[src/rtl/seg7_pkg.sv]
// ---------------------------------------------------------------------------
// seg7_pkg
// Shared definitions for the seven-segment scan driver.
//   SEG_A..SEG_G : bit positions of each segment inside a {a,b,c,d,e,f,g}
//                  vector (a is the MSB, g the LSB).
//   S_A..S_G     : single-segment masks built from those positions.
//   GLYPH_DEC    : glyphs for codes 0..15 using the legacy 74x46 set.
//   GLYPH_HEX    : hex A..F glyphs for codes 10..15.
//   glyph()      : nibble + hex_mode -> segment vector (active-high).
// ---------------------------------------------------------------------------
package seg7_pkg;

    localparam int SEG_A = 6;
    localparam int SEG_B = 5;
    localparam int SEG_C = 4;
    localparam int SEG_D = 3;
    localparam int SEG_E = 2;
    localparam int SEG_F = 1;
    localparam int SEG_G = 0;

    localparam logic [6:0] S_A = 7'(1 << SEG_A);
    localparam logic [6:0] S_B = 7'(1 << SEG_B);
    localparam logic [6:0] S_C = 7'(1 << SEG_C);
    localparam logic [6:0] S_D = 7'(1 << SEG_D);
    localparam logic [6:0] S_E = 7'(1 << SEG_E);
    localparam logic [6:0] S_F = 7'(1 << SEG_F);
    localparam logic [6:0] S_G = 7'(1 << SEG_G);

    localparam logic [6:0] GLYPH_DEC [0:15] = '{
        S_A | S_B | S_C | S_D | S_E | S_F,        // 0
        S_B | S_C,                                // 1
        S_A | S_B | S_D | S_E | S_G,              // 2
        S_A | S_B | S_C | S_D | S_G,              // 3
        S_B | S_C | S_F | S_G,                    // 4
        S_A | S_C | S_D | S_F | S_G,              // 5
        S_C | S_D | S_E | S_F | S_G,              // 6 (no top bar, 74x46 style)
        S_A | S_B | S_C,                          // 7
        S_A | S_B | S_C | S_D | S_E | S_F | S_G,  // 8
        S_A | S_B | S_C | S_F | S_G,              // 9 (no bottom bar)
        S_D | S_E | S_G,                          // 10
        S_C | S_D | S_G,                          // 11
        S_B | S_F | S_G,                          // 12
        S_A | S_D | S_F | S_G,                    // 13
        S_D | S_E | S_F | S_G,                    // 14
        7'h00                                     // 15 is dark
    };

    localparam logic [6:0] GLYPH_HEX [10:15] = '{
        S_A | S_B | S_C | S_E | S_F | S_G,        // A
        S_C | S_D | S_E | S_F | S_G,              // b
        S_A | S_D | S_E | S_F,                    // C
        S_B | S_C | S_D | S_E | S_G,              // d
        S_A | S_D | S_E | S_F | S_G,              // E
        S_A | S_E | S_F | S_G                     // F
    };

    function automatic logic [6:0] glyph(input logic [3:0] nibble, input logic hex_mode);
        logic [6:0] result;
        result = GLYPH_DEC[nibble];
        if (hex_mode && (nibble >= 4'd10)) begin
            result = GLYPH_HEX[nibble];
        end
        return result;
    endfunction

endpackage

[src/rtl/seg7_glyph.sv]
// ---------------------------------------------------------------------------
// seg7_glyph
// Combinational nibble-to-segment decoder.
//   nibble   in  4  code to display
//   hex_mode in  1  0 = legacy 74x46 glyphs for 10..15, 1 = hex A..F
//   seg      out 7  {a,b,c,d,e,f,g}, active-high
// ---------------------------------------------------------------------------
module seg7_glyph
    import seg7_pkg::*;
(
    input  logic [3:0] nibble,
    input  logic       hex_mode,
    output logic [6:0] seg
);

    assign seg = glyph(nibble, hex_mode);

endmodule

[src/rtl/seg7_scan_driver.sv]
// ---------------------------------------------------------------------------
// seg7_scan_driver
// Time-multiplexed driver for a DIGITS-wide seven-segment display. A packed
// nibble vector and per-digit decimal points are latched on load, then one
// digit is driven per PRESCALE-cycle slot. The first GUARD cycles of every
// slot keep all digit enables off so the previous digit's segments never
// ghost onto the next one.
//   clk        in  1         system clock
//   rst        in  1         asynchronous active-high reset
//   value      in  4*DIGITS  nibble i drives digit i (digit 0 least significant)
//   dp_in      in  DIGITS    decimal point per digit
//   load       in  1         latch value and dp_in on this edge
//   blank_lz   in  1         blank leading zeros (digit 0 always shown)
//   lamp_test  in  1         force every segment and dp on
//   seg        out 7         {a,b,c,d,e,f,g}, registered, pin polarity
//   dp         out 1         decimal point, registered, pin polarity
//   dig        out DIGITS    one-hot digit enable, registered, pin polarity
// ---------------------------------------------------------------------------
module seg7_scan_driver
    import seg7_pkg::*;
#(
    parameter int DIGITS         = 4,
    parameter int PRESCALE       = 1024,
    parameter int GUARD          = 2,
    parameter bit HEX_MODE       = 1'b0,
    parameter bit SEG_ACTIVE_LOW = 1'b0,
    parameter bit DIG_ACTIVE_LOW = 1'b0
) (
    input  logic                  clk,
    input  logic                  rst,
    input  logic [4*DIGITS-1:0]   value,
    input  logic [DIGITS-1:0]     dp_in,
    input  logic                  load,
    input  logic                  blank_lz,
    input  logic                  lamp_test,
    output logic [6:0]            seg,
    output logic                  dp,
    output logic [DIGITS-1:0]     dig
);

    localparam int CNT_W = (PRESCALE > 1) ? $clog2(PRESCALE) : 1;
    localparam int IDX_W = (DIGITS > 1) ? $clog2(DIGITS) : 1;

    localparam logic [CNT_W-1:0]  CNT_LAST  = CNT_W'(PRESCALE - 1);
    localparam logic [IDX_W-1:0]  IDX_LAST  = IDX_W'(DIGITS - 1);
    localparam logic [CNT_W-1:0]  GUARD_CNT = CNT_W'(GUARD);

    // Inactive pin levels; the output registers reset to these.
    localparam logic [6:0]        SEG_OFF = SEG_ACTIVE_LOW ? 7'h7F : 7'h00;
    localparam logic              DP_OFF  = SEG_ACTIVE_LOW;
    localparam logic [DIGITS-1:0] DIG_OFF = DIG_ACTIVE_LOW ? {DIGITS{1'b1}} : {DIGITS{1'b0}};

    logic [CNT_W-1:0]    cnt_q, cnt_d;
    logic [IDX_W-1:0]    idx_q, idx_d;
    logic [4*DIGITS-1:0] val_q, val_d;
    logic [DIGITS-1:0]   dp_q, dp_d;
    logic [6:0]          seg_out_q, seg_out_d;
    logic                dp_out_q, dp_out_d;
    logic [DIGITS-1:0]   dig_out_q, dig_out_d;

    logic [3:0]          sel_nibble;
    logic                sel_dp;
    logic                sel_blank;
    logic [DIGITS-1:0]   lz_mask;
    logic                zero_above;
    logic [6:0]          glyph_seg;
    logic                slot_on;
    logic [6:0]          seg_act;
    logic                dp_act;
    logic [DIGITS-1:0]   dig_act;

    // Prescaler and digit index: idx advances on the last cycle of a slot.
    always_comb begin
        cnt_d = cnt_q + 1'b1;
        idx_d = idx_q;
        if (cnt_q == CNT_LAST) begin
            cnt_d = '0;
            idx_d = (idx_q == IDX_LAST) ? '0 : idx_q + 1'b1;
        end
    end

    always_comb begin
        val_d = load ? value : val_q;
        dp_d  = load ? dp_in : dp_q;
    end

    // Digit i (i > 0) is a leading zero when it and every more significant
    // nibble are zero; scan from the top down accumulating that condition.
    always_comb begin
        zero_above = 1'b1;
        lz_mask    = '0;
        for (int i = DIGITS - 1; i >= 0; i--) begin
            zero_above = zero_above & (val_q[4*i +: 4] == 4'd0);
            lz_mask[i] = zero_above && (i != 0);
        end
    end

    always_comb begin
        sel_nibble = '0;
        sel_dp     = 1'b0;
        sel_blank  = 1'b0;
        for (int i = 0; i < DIGITS; i++) begin
            if (idx_q == IDX_W'(i)) begin
                sel_nibble = val_q[4*i +: 4];
                sel_dp     = dp_q[i];
                sel_blank  = lz_mask[i];
            end
        end
    end

    seg7_glyph u_glyph (
        .nibble   (sel_nibble),
        .hex_mode (HEX_MODE),
        .seg      (glyph_seg)
    );

    // A zero guard would make the comparison constant-true, so it is elided.
    generate
        if (GUARD == 0) begin : g_no_guard
            assign slot_on = 1'b1;
        end else begin : g_guard
            assign slot_on = (cnt_q >= GUARD_CNT);
        end
    endgenerate

    // Priority lamp test > leading-zero blank > glyph, then pin polarity.
    always_comb begin
        seg_act = glyph_seg;
        dp_act  = sel_dp;
        if (lamp_test) begin
            seg_act = 7'h7F;
            dp_act  = 1'b1;
        end else if (blank_lz && sel_blank) begin
            seg_act = 7'h00;
        end
        dig_act   = slot_on ? (DIGITS'(1) << idx_q) : '0;
        seg_out_d = seg_act ^ {7{SEG_ACTIVE_LOW}};
        dp_out_d  = dp_act ^ SEG_ACTIVE_LOW;
        dig_out_d = dig_act ^ {DIGITS{DIG_ACTIVE_LOW}};
    end

    always_ff @(posedge clk or posedge rst) begin
        if (rst) begin
            cnt_q     <= '0;
            idx_q     <= '0;
            val_q     <= '0;
            dp_q      <= '0;
            seg_out_q <= SEG_OFF;
            dp_out_q  <= DP_OFF;
            dig_out_q <= DIG_OFF;
        end else begin
            cnt_q     <= cnt_d;
            idx_q     <= idx_d;
            val_q     <= val_d;
            dp_q      <= dp_d;
            seg_out_q <= seg_out_d;
            dp_out_q  <= dp_out_d;
            dig_out_q <= dig_out_d;
        end
    end

    assign seg = seg_out_q;
    assign dp  = dp_out_q;
    assign dig = dig_out_q;

endmodule

[config.mk]
export PLATFORM = sky130hd
export DESIGN_NAME = seg7_scan_driver
export DESIGN_NICKNAME = d
export VERILOG_FILES = /design/src/rtl/seg7_pkg.sv /design/src/rtl/seg7_glyph.sv /design/src/rtl/seg7_scan_driver.sv
export SDC_FILE = /design/constraint.sdc
export NUM_CORES = 1
export LEC_CHECK = 0
export BUFFER_PORTS_ARGS = -buffer_cell sky130_fd_sc_hd__buf_2
export CAP_MARGIN = 20
export CORE_ASPECT_RATIO = 0.7
export CORE_UTILIZATION = 59
export CTS_CLUSTER_SIZE = 20
export DETAILED_ROUTE_END_ITERATION = 16
export GPL_TIMING_DRIVEN = 1
export HOLD_SLACK_MARGIN = 0.05
export PLACE_DENSITY = 0.9
export SYNTH_ARGS = -nofsm -noshare
export SYNTH_HDL_FRONTEND = slang
export SYNTH_SLANG_ARGS = --single-unit
[constraint.sdc]
create_clock -name clk -period 3.6 [get_ports clk]
set_clock_uncertainty 0.2 [all_clocks]
set_input_delay 0.36 -clock clk [delete_from_list [all_inputs] [get_ports clk]]
set_output_delay 0.36 -clock clk [all_outputs]
set_load 0.02 [all_outputs]
# --- Yosys cells after proc, flatten, opt, wreduce, memory -nomap -nowiden ---
# Memories as Yosys holds them, arrays and structs flattened.
# Index checks and enable logic that the tools add are counted.
word_totals:
  input_bits: 25
  register_bits: 44
  n_memories: 1
  mem_bits_ro: 112
  output_inout_bits: 12
  word_cells: 44
mem_list:
  columns: ["memory", "depth", "word_bits", "read_ports", "rd_clocked_by_memory_dff", "wr", "line", "source"]
  rows:
  - ["(no name shown)", 16, 7, 1, 0, 0, "seg7_pkg.sv:59", "result = GLYPH_DEC[nibble];"]
op_classes:
  bitwise_logic: 3
  n_eq_ne: 4
  addsub: 2
  shift: 1
  order_cmp: 2
  muxes: 19
  n_reduce_logical: 5
ops:
  columns: ["cell", "count"]
  rows:
  - ["$mux W7", 4]
  - ["$mux W4", 5]
  - ["$logic_not A4 Y1", 3]
  - ["$add A10 B1 Y10 const B", 1]
  - ["$eq A10 B10 Y1 const B", 1]
  - ["$ge A10 B2 Y1 const B", 1]
  - ["$mux W10", 1]
  - ["$mux W1", 8]
  - ["$ge A5 B5 Y1 const B", 1]
  - ["$not A4 Y5", 1]
  - ["$eq A2 B2 Y1 const B", 2]
  - ["$shl A1 B2 Y4 const A", 1]
  - ["$add A2 B1 Y2 const B", 1]
  - ["$and A1 B1 Y1", 2]
  - ["$eq A2 B1 Y1 const B", 1]
  - ["$logic_not A2 Y1", 1]
  - ["$mux W2", 1]
  - ["$logic_and A1 B1 Y1", 1]

# --- Longest topological paths before layout ---
# Gate-level depths: netlist of the first run.
depth:
  ltp_word: 11
  depth_mapped: 11
  mapped_depth_nobuf: 10

# --- By module ---
# From an unflattened synthesis of the first run, not the netlist that was laid out.
unflattened:
  hier_cells: 212
  hier_area_um2: 2298.5
by_module_without_submodules:
  columns: ["module", "n_inst", "area_per_inst_um2", "seq_area_each_um2", "cells_per_inst"]
  rows:
  - ["seg7_scan_driver", 1, 1978.1, 1101.1, 179]
  - ["seg7_glyph", 1, 320.3, 0.0, 33]

# --- Worst setup path before layout of the first run ---
# OpenSTA, ideal clock, no wires.
synth_timing:
  path_type: "flip-flop to flip-flop"
  startpoint: "reg idx_q[0]"
  endpoint: "reg seg_out_q[5], in the netlist seg[5]"
  setup_slack_ps: 1203
  setup_time_ps: 120
  n_path_buf: 0
  required_time_ps: 3280
  arrival_time_ps: 2077
  stages_incl_launch_ff: 9
  synth_period_minus_slack_ps: 2397
  path_cell_list: "dfrtp_1 ha_1 nand2b_1 o221ai_1 inv_1 ha_1 o21ai_0 o211ai_1 a31o_1"
synth_via:
  elab_chain_cells: 11
  word_cells_on_any_way: 18
  cone_classes: "eq/ne (3); mux (11); bitwise (1); reduce/logical (2); memory (1)"
synth_lines:
  columns: ["element", "line", "source"]
  rows:
  - ["start, declared", "seg7_scan_driver.sv:54", "logic [IDX_W-1:0] idx_q, idx_d;"]
  - ["start signal, assigned", "seg7_scan_driver.sv:153", "idx_q <= idx_d;"]
  - ["$logic_not A2 Y1", "seg7_scan_driver.sv:103", "if (idx_q == IDX_W'(i)) begin"]
  - ["$mux W4 (4 in series)", "seg7_scan_driver.sv:103", null]
  - ["$not A4 Y5", null, null]
  - ["$mem_v2 Z16 W7", null, null]
  - ["$mux W7 (not written as such) (2 in series)", "seg7_pkg.sv:59", null]
  - ["$mux W7 (*)", "seg7_scan_driver.sv:133", "end else if (blank_lz && sel_blank) begin"]
  - ["$mux W7 (*)", "seg7_scan_driver.sv:130", "if (lamp_test) begin"]
  - ["net seg_act[5]", "seg7_scan_driver.sv:68", "logic [6:0] seg_act;"]
  - ["end signal, assigned", "seg7_scan_driver.sv:156", "seg_out_q <= seg_out_d;"]
  - ["end, declared", "seg7_scan_driver.sv:57", "logic [6:0] seg_out_q, seg_out_d;"]
# The timed path passes the listed nets; every way through them passes the cells marked *. The select of a mux whose other input is x is not followed.
# A chain may end at the register's enable or synchronous reset.

# --- Worst setup path after layout of the first run ---
# Same ends and word-level chain as after synthesis.

==> flow_summary.ini, run 1 <==
[run_status]
status = finished, final reports clean

[yosys]
synth_seq_cells = 44
syn_area_per_cell_um2 = 11.5
synth_seq_area_share_pct = 52.0
synth_compound_area_share_pct = 9.16
synth_fa_ha_area_share_pct = 7.09
ys.flop_type = dfrtp_1
yosys.area_share.simple_pct = 13.2
synthMuxAreaShare_pct = 12.6
synth_top_family_by_area = simple AND/OR/NAND/NOR gates
synth_edf_count = 0
syn_inst = 184
synth-warning-count = 0
netlist-cell-type-count = 41
synth_xor_area_share_pct = 2.89
syn_area_mm2 = 0.00212
syn_nets = 221
async_flop_share_pct = 100

[timing]
tns_ns = 0
finalSetupViolations = 0
max-slew-margin-rel_pct = 44.0
min_period_ns = 2.78
period_share_pct = 77.1
worst_pin_slew_ns = 0.839
rsz0062_at_grt = no
max_freq_mhz = 360
hold_viol = 0
maxSlewViolCount = 0

[cts]
cts_resized = 0
numCtsBuffers = 5
clk_pin_slew_ns = 0.08
clock_latency_ns = 0.29
root_buffer = clkbuf_8
postCtsHoldBufs = 0
clockBufferDepth = 2
cts_tree = done
cts.sinks = 44
htreeDepth = 2
cts_setup_buffers = 0

[die]
num_io_pins = 37
dieArea_mm2 = 0.00384
start_util_pct = 64.7
core-area_mm2 = 0.00328
fp.dieH_um = 52.1
die_w_um = 73.6
core.rowCount = 17

[drt]
ant_nets = 0
drt_wl_total_mm = 4.13
drc_errors = 0
routed-via-count = 1514
first_iter_violations = 77
vias_per_cell = 5.59
wl_per_cell_um = 15.3
drtPass1Iterations = 4

[critical_path]
rrSetupSlack_ns = 0.82
cp_max_fo = 8
crit_path_end_kind = flip-flop
r2r_cells = 9
cp.required_ns = 3.58
arrival_ns = 2.76
worstSetupPathType = reg2reg
r2r-start = idx_q[0]
r2r-end = seg[5]
worst_setup_path_start_kind = flip-flop

[power_and_ir_drop]
p_int_uw = 832
ir_drop_v = 0.000293
swShare_pct = 23.4
power_frac_comb_pct = 12.4
power_density_mw_per_mm2 = 441
seqPwrFrac_pct = 50.3
clkPwrFrac_pct = 37.4
leakagePower_uw = 0.00114
p_switching_uw = 254

[final_layout]
utilization_pct = 75.1
layout_common_cells = dfrtp_1, buf_2, nand2_1, mux2_2, ha_1
fin_nets = 260
multi_input_area_um2 = 952
drive_above_1_share_pct = 31.7
area_growth_pct = 16.1
final_common_cell = dfrtp_1
register_area_mm2 = 0.00110
antenna_cells = 0
fill_cells = 220

[global_route]
grt_pass1_wl_mm = 6.91
grt_pass1_vias = 1430
grt_max_degree = 24
overflow = 0
antenna_found_initial = 0
grt_use_total_pct = 25.0

[place]
port_buffers = 36
place.gp.congestion = 0.829
place_hpwl_mm = 3.07

[min_path]
min_path_type = in2async

[job]
drv_cap = 0
stage by stage:
stage / hold slack, ns / total power [µW] / worst slack [ns] / cell area (µm²) / std cells
2_1_floorplan: 0.252 / 643 / 1.20 / 2120 / 184
3_3_place_gp: 0.294 / 681 / 1.06 / 2330 / 263
3_5_place_dp: 0.301 / 687 / 0.934 / 2330 / 263
4_1_cts: 0.0516 / 1090 / 0.813 / 2460 / 271
5_1_grt: 0.0872 / 1130 / 0.562 / 2460 / 271
6_report: 0.0259 / 1090 / 0.824 / 2460 / 271
synth_stat cells, types with 3 or more instances:
| cell | n | area (µm²) |
|---|---|---|
| nand2_1 | 23 | 86.3 |
| o221ai_1 | 4 | 35.0 |
| dfrtp_1 | 44 | 1100 |
| o211ai_1 | 4 | 30.0 |
| nor4_1 | 4 | 25.0 |
| ha_1 | 12 | 150 |
| mux2_2 | 22 | 248 |
| o21ai_0 | 4 | 20.0 |
| and2_1 | 4 | 25.0 |
| xnor2_1 | 3 | 26.3 |
| inv_1 | 8 | 30.0 |
| nand3_1 | 6 | 30.0 |
| nor2_1 | 8 | 30.0 |
| xor2_1 | 4 | 35.0 |
cells by family after synthesis:
group | count (synthesis)
and+or+nand+nor | 57
DFF | 44
AOI/OAI and AO/OA | 26
muxes | 24
buffers and inverters | 14
adders and majority gates | 12
xor gates and xnor gates | 7
flip-flops by register name, summed over array words and instances (netlist names):
name   cells
dig        4
val_q     16
seg        7
dp         1
idx_q      2
cnt_q     10
dp_q       4
power by group through the flow:
stage | logic (µW) | clock network (µW) | registers (µW)
detailed placement | 132 | 0 | 555
CTS | 135 | 412 | 546
floorplan | 82.7 | 0 | 560
global placement | 127 | 0 | 554
global route | 149 | 434 | 550
finish | 134 | 406 | 546
worst max-delay path by stage:
stage / startpoint / endpoint / slack (ns) / depth (start not counted)
global route: idx_q[0] / seg[5] / 0.56 / 9
CTS: idx_q[0] / seg[5] / 0.81 / 8
floorplan: idx_q[0] / seg[5] / 1.20 / 8
global placement: idx_q[0] / seg[5] / 1.06 / 9
finish: idx_q[0] / seg[5] / 0.82 / 9
detailed placement: idx_q[0] / seg[5] / 0.93 / 8
critical path, cell delays in order (launching register included):
cell and delay, ns:
dfrtp_1 0.41, inv_1 0.12, ha_1 0.25, nand2b_1 0.13, o221ai_1 0.57, inv_1 0.20, ha_1 0.36, o21ai_0 0.08
o211ai_1 0.11, a31o_1 0.23
metal layers:
metal / GRT usage [%] / share of wire, % / up-vias
li1: - / - / 727
met3: 6.59 / 5.7 / 11
met5: 0 / 0 / -
met2: 34.6 / 43 / 52
met4: 9.62 / 1.5 / 0
met1: 37.4 / 50 / 724
cell type report:
cell class                      instances  share of cell area (%)
Tap cell                               47                    2.39
Inverter                                9                    1.37
Sequential cell                        44                    44.8
Clock inverter                          1                    1.22
Multi-Input combinational cell        126                    38.7
Clock buffer                            7                    3.92
Timing Repair Buffer                   37                    7.63
No activity file was read; power rests on OpenSTA's default activity.
==> run 2: changes to the inputs <==
--- a/config.mk
+++ b/config.mk
@@ -8,12 +8,12 @@
 export BUFFER_PORTS_ARGS = -buffer_cell sky130_fd_sc_hd__buf_2
 export CAP_MARGIN = 20
 export CORE_ASPECT_RATIO = 0.7
-export CORE_UTILIZATION = 59
+export CORE_UTILIZATION = 50
 export CTS_CLUSTER_SIZE = 20
 export DETAILED_ROUTE_END_ITERATION = 16
 export GPL_TIMING_DRIVEN = 1
 export HOLD_SLACK_MARGIN = 0.05
-export PLACE_DENSITY = 0.9
+export PLACE_DENSITY = 0.82
 export SYNTH_ARGS = -nofsm -noshare
 export SYNTH_HDL_FRONTEND = slang
 export SYNTH_SLANG_ARGS = --single-unit
==> constraint.sdc (replaced) <==
create_clock -name clk -period 2.4 [get_ports clk]
set_clock_uncertainty 0.2 [all_clocks]
set_input_delay 0.24 -clock clk [delete_from_list [all_inputs] [get_ports clk]]
set_output_delay 0.24 -clock clk [all_outputs]
set_load 0.02 [all_outputs]
==> run 2 against run 1 <==
Against the previous run: non-clock buffer count rose by 27; final cell count rose by 11%; first-iteration DRC count fell by 19%; critical endpoint is now seg[2]; highest routed layer unchanged.
==> flow_summary.ini, run 2 (synthesis results as in run 1) <==
[critical_path]
crit_chain = inv_2 > ha_4 > nand2_1 > o211ai_1 > o221ai_4 > buf_4 > buf_4 > mux2_2 > a21o_1
arrival_ns = 2.30
worstSetupPathType = reg2reg
worst_setup_path_start_kind = flip-flop
slowest_delay_ns = 0.42
slowest_stage = dfrtp_1
cp.required_ns = 2.39
rrSetupSlack_ns = 0.09
cp_max_fo = 6
crit_path_end_kind = flip-flop
cp_common_cell = buf_4

[final_layout]
antenna_cells = 0
fin_nets = 287
fill_cells = 311
layout_common_cells = dfrtp_1, buf_2, nand2_1, mux2_2, dlygate4sd3_1
multi_input_area_mm2 = 0.00103
register_area_mm2 = 0.00110
area_growth_pct = 29.9
final_common_cell = dfrtp_1
largest-register = val_q
fin_cells = 302
drive_above_1_share_pct = 34.0
utilization_pct = 68.9
largest_reg_flops = 16

[global_route]
antenna_found_initial = 0
grt_use_total_pct = 21.1
grt_pass1_vias = 1507
grt_pass1_wl_mm = 7.17
grt_max_degree = 45
overflow = 0

[place]
place.gp.congestion = 0.849
port_buffers = 36
place_hpwl_mm = 3.00
place_inst = 272
pre_cts_slack_ns = -0.00347

[die]
num_io_pins = 37
start_util_pct = 53.0
fp.dieH_um = 56.5
dieArea_mm2 = 0.00450
core-area_mm2 = 0.00399
die_w_um = 79.8
core.rowCount = 19

[timing]
max_freq_mhz = 434
hold_viol = 0
max-slew-margin-rel_pct = 64.8
min_period_ns = 2.31
worst_pin_slew_ns = 0.527
maxSlewViolCount = 0
tns_ns = 0
period_share_pct = 96.1
finalSetupViolations = 0
fin_ws_ns = 0.0939

[drt]
ant_nets = 0
drtPass1Iterations = 4
first_iter_violations = 62
routed-via-count = 1567
drc_errors = 0
drt_wl_total_mm = 4.38
wl_per_cell_um = 14.5
vias_per_cell = 5.19

[min_path]
min_path_type = in2reg

[cts]
cts_tree = done
clock_latency_ns = 0.29
cts.sinks = 44
clockBufferDepth = 2
numCtsBuffers = 5
htreeDepth = 2
root_buffer = clkbuf_8
clk_pin_slew_ns = 0.08

[power_and_ir_drop]
ir_drop_v = 0.000468
leakagePower_uw = 0.00123
power_uw = 1500
power_density_mw_per_mm2 = 546

[job]
drv_cap = 0

[run_status]
status = finished, final reports clean
==> run 2: changes by cell type in the layout (fill, tap and decap cells not counted), sizes merged <==
cell | before | now
clkinv | 0 | 1
buf | 37 | 42
dlygate4sd3 | 0 | 22
clkinvlp | 0 | 1
bufinv | 1 | 0
clkbuf | 7 | 5
==> run 2: final cells by class <==
type / instances / share of cell area (%)
tap: 52 / 2.36
sequential: 44 / 40.0
clock inverter: 2 / 0.455
timing repair buffer: 64 / 16.2
inverter: 9 / 1.23
clock buffer: 5 / 2.50
multi-input combinational: 126 / 37.3
==> run 2: final timing paths <==
check / endpoint / start / cells after the start
min: val_q[4] / load / 2
max in group asynchronous: val_q[15] / rst / 4
min in group asynchronous: seg[1] / rst / 4
max: seg[2] / idx_q[0] / 9
max reg2reg: seg[2] / idx_q[0] / 9
min reg2reg: dp / dp_q[3] / 1
==> run 2: metal layers <==
layer	track usage, %	vias to the layer above	wire length [µm]
met5	0	-	0
met4	6.12	0	40
met3	5.37	5	166
met2	29.9	37	1880
met1	31.7	753	2290
li1	-	772	-
==> run 2: repair_timing <==
action,4_1_cts,5_1_grt
pin swaps,0,2
resized for setup,1,13
endpoints found under the setup margin,2,5
endpoints found under the hold margin,66,0
hold buffers,22,0
buffers inserted,0,2
==> run 2: critical path: cells and delay by family (launching register included) <==
kind / cells / cell delay, ns
DFF: 1 / 0.42
muxes: 1 / 0.26
AOI/OAI and AO/OA: 3 / 0.64
buffers and inverters: 3 / 0.45
and+or+nand+nor: 1 / 0.06
adders and majority gates: 1 / 0.17
==> run 2: metrics by stage <==
| step | hold WS (ns) | area [µm²] |
|---|---|---|
| finish | 0.297 | 2750 |
| global route | 0.320 | 2750 |
| CTS | 0.294 | 2680 |
| detailed placement | 0.208 | 2370 |
| global placement | 0.207 | 2370 |
| floorplan | 0.132 | 2120 |
==> run 2: where the power goes <==
group / switching (µW) / internal, µW
Sequential: 34.9 / 788
Clock: 241 / 197
Combinational: 114 / 129
Total: 390 / 1110
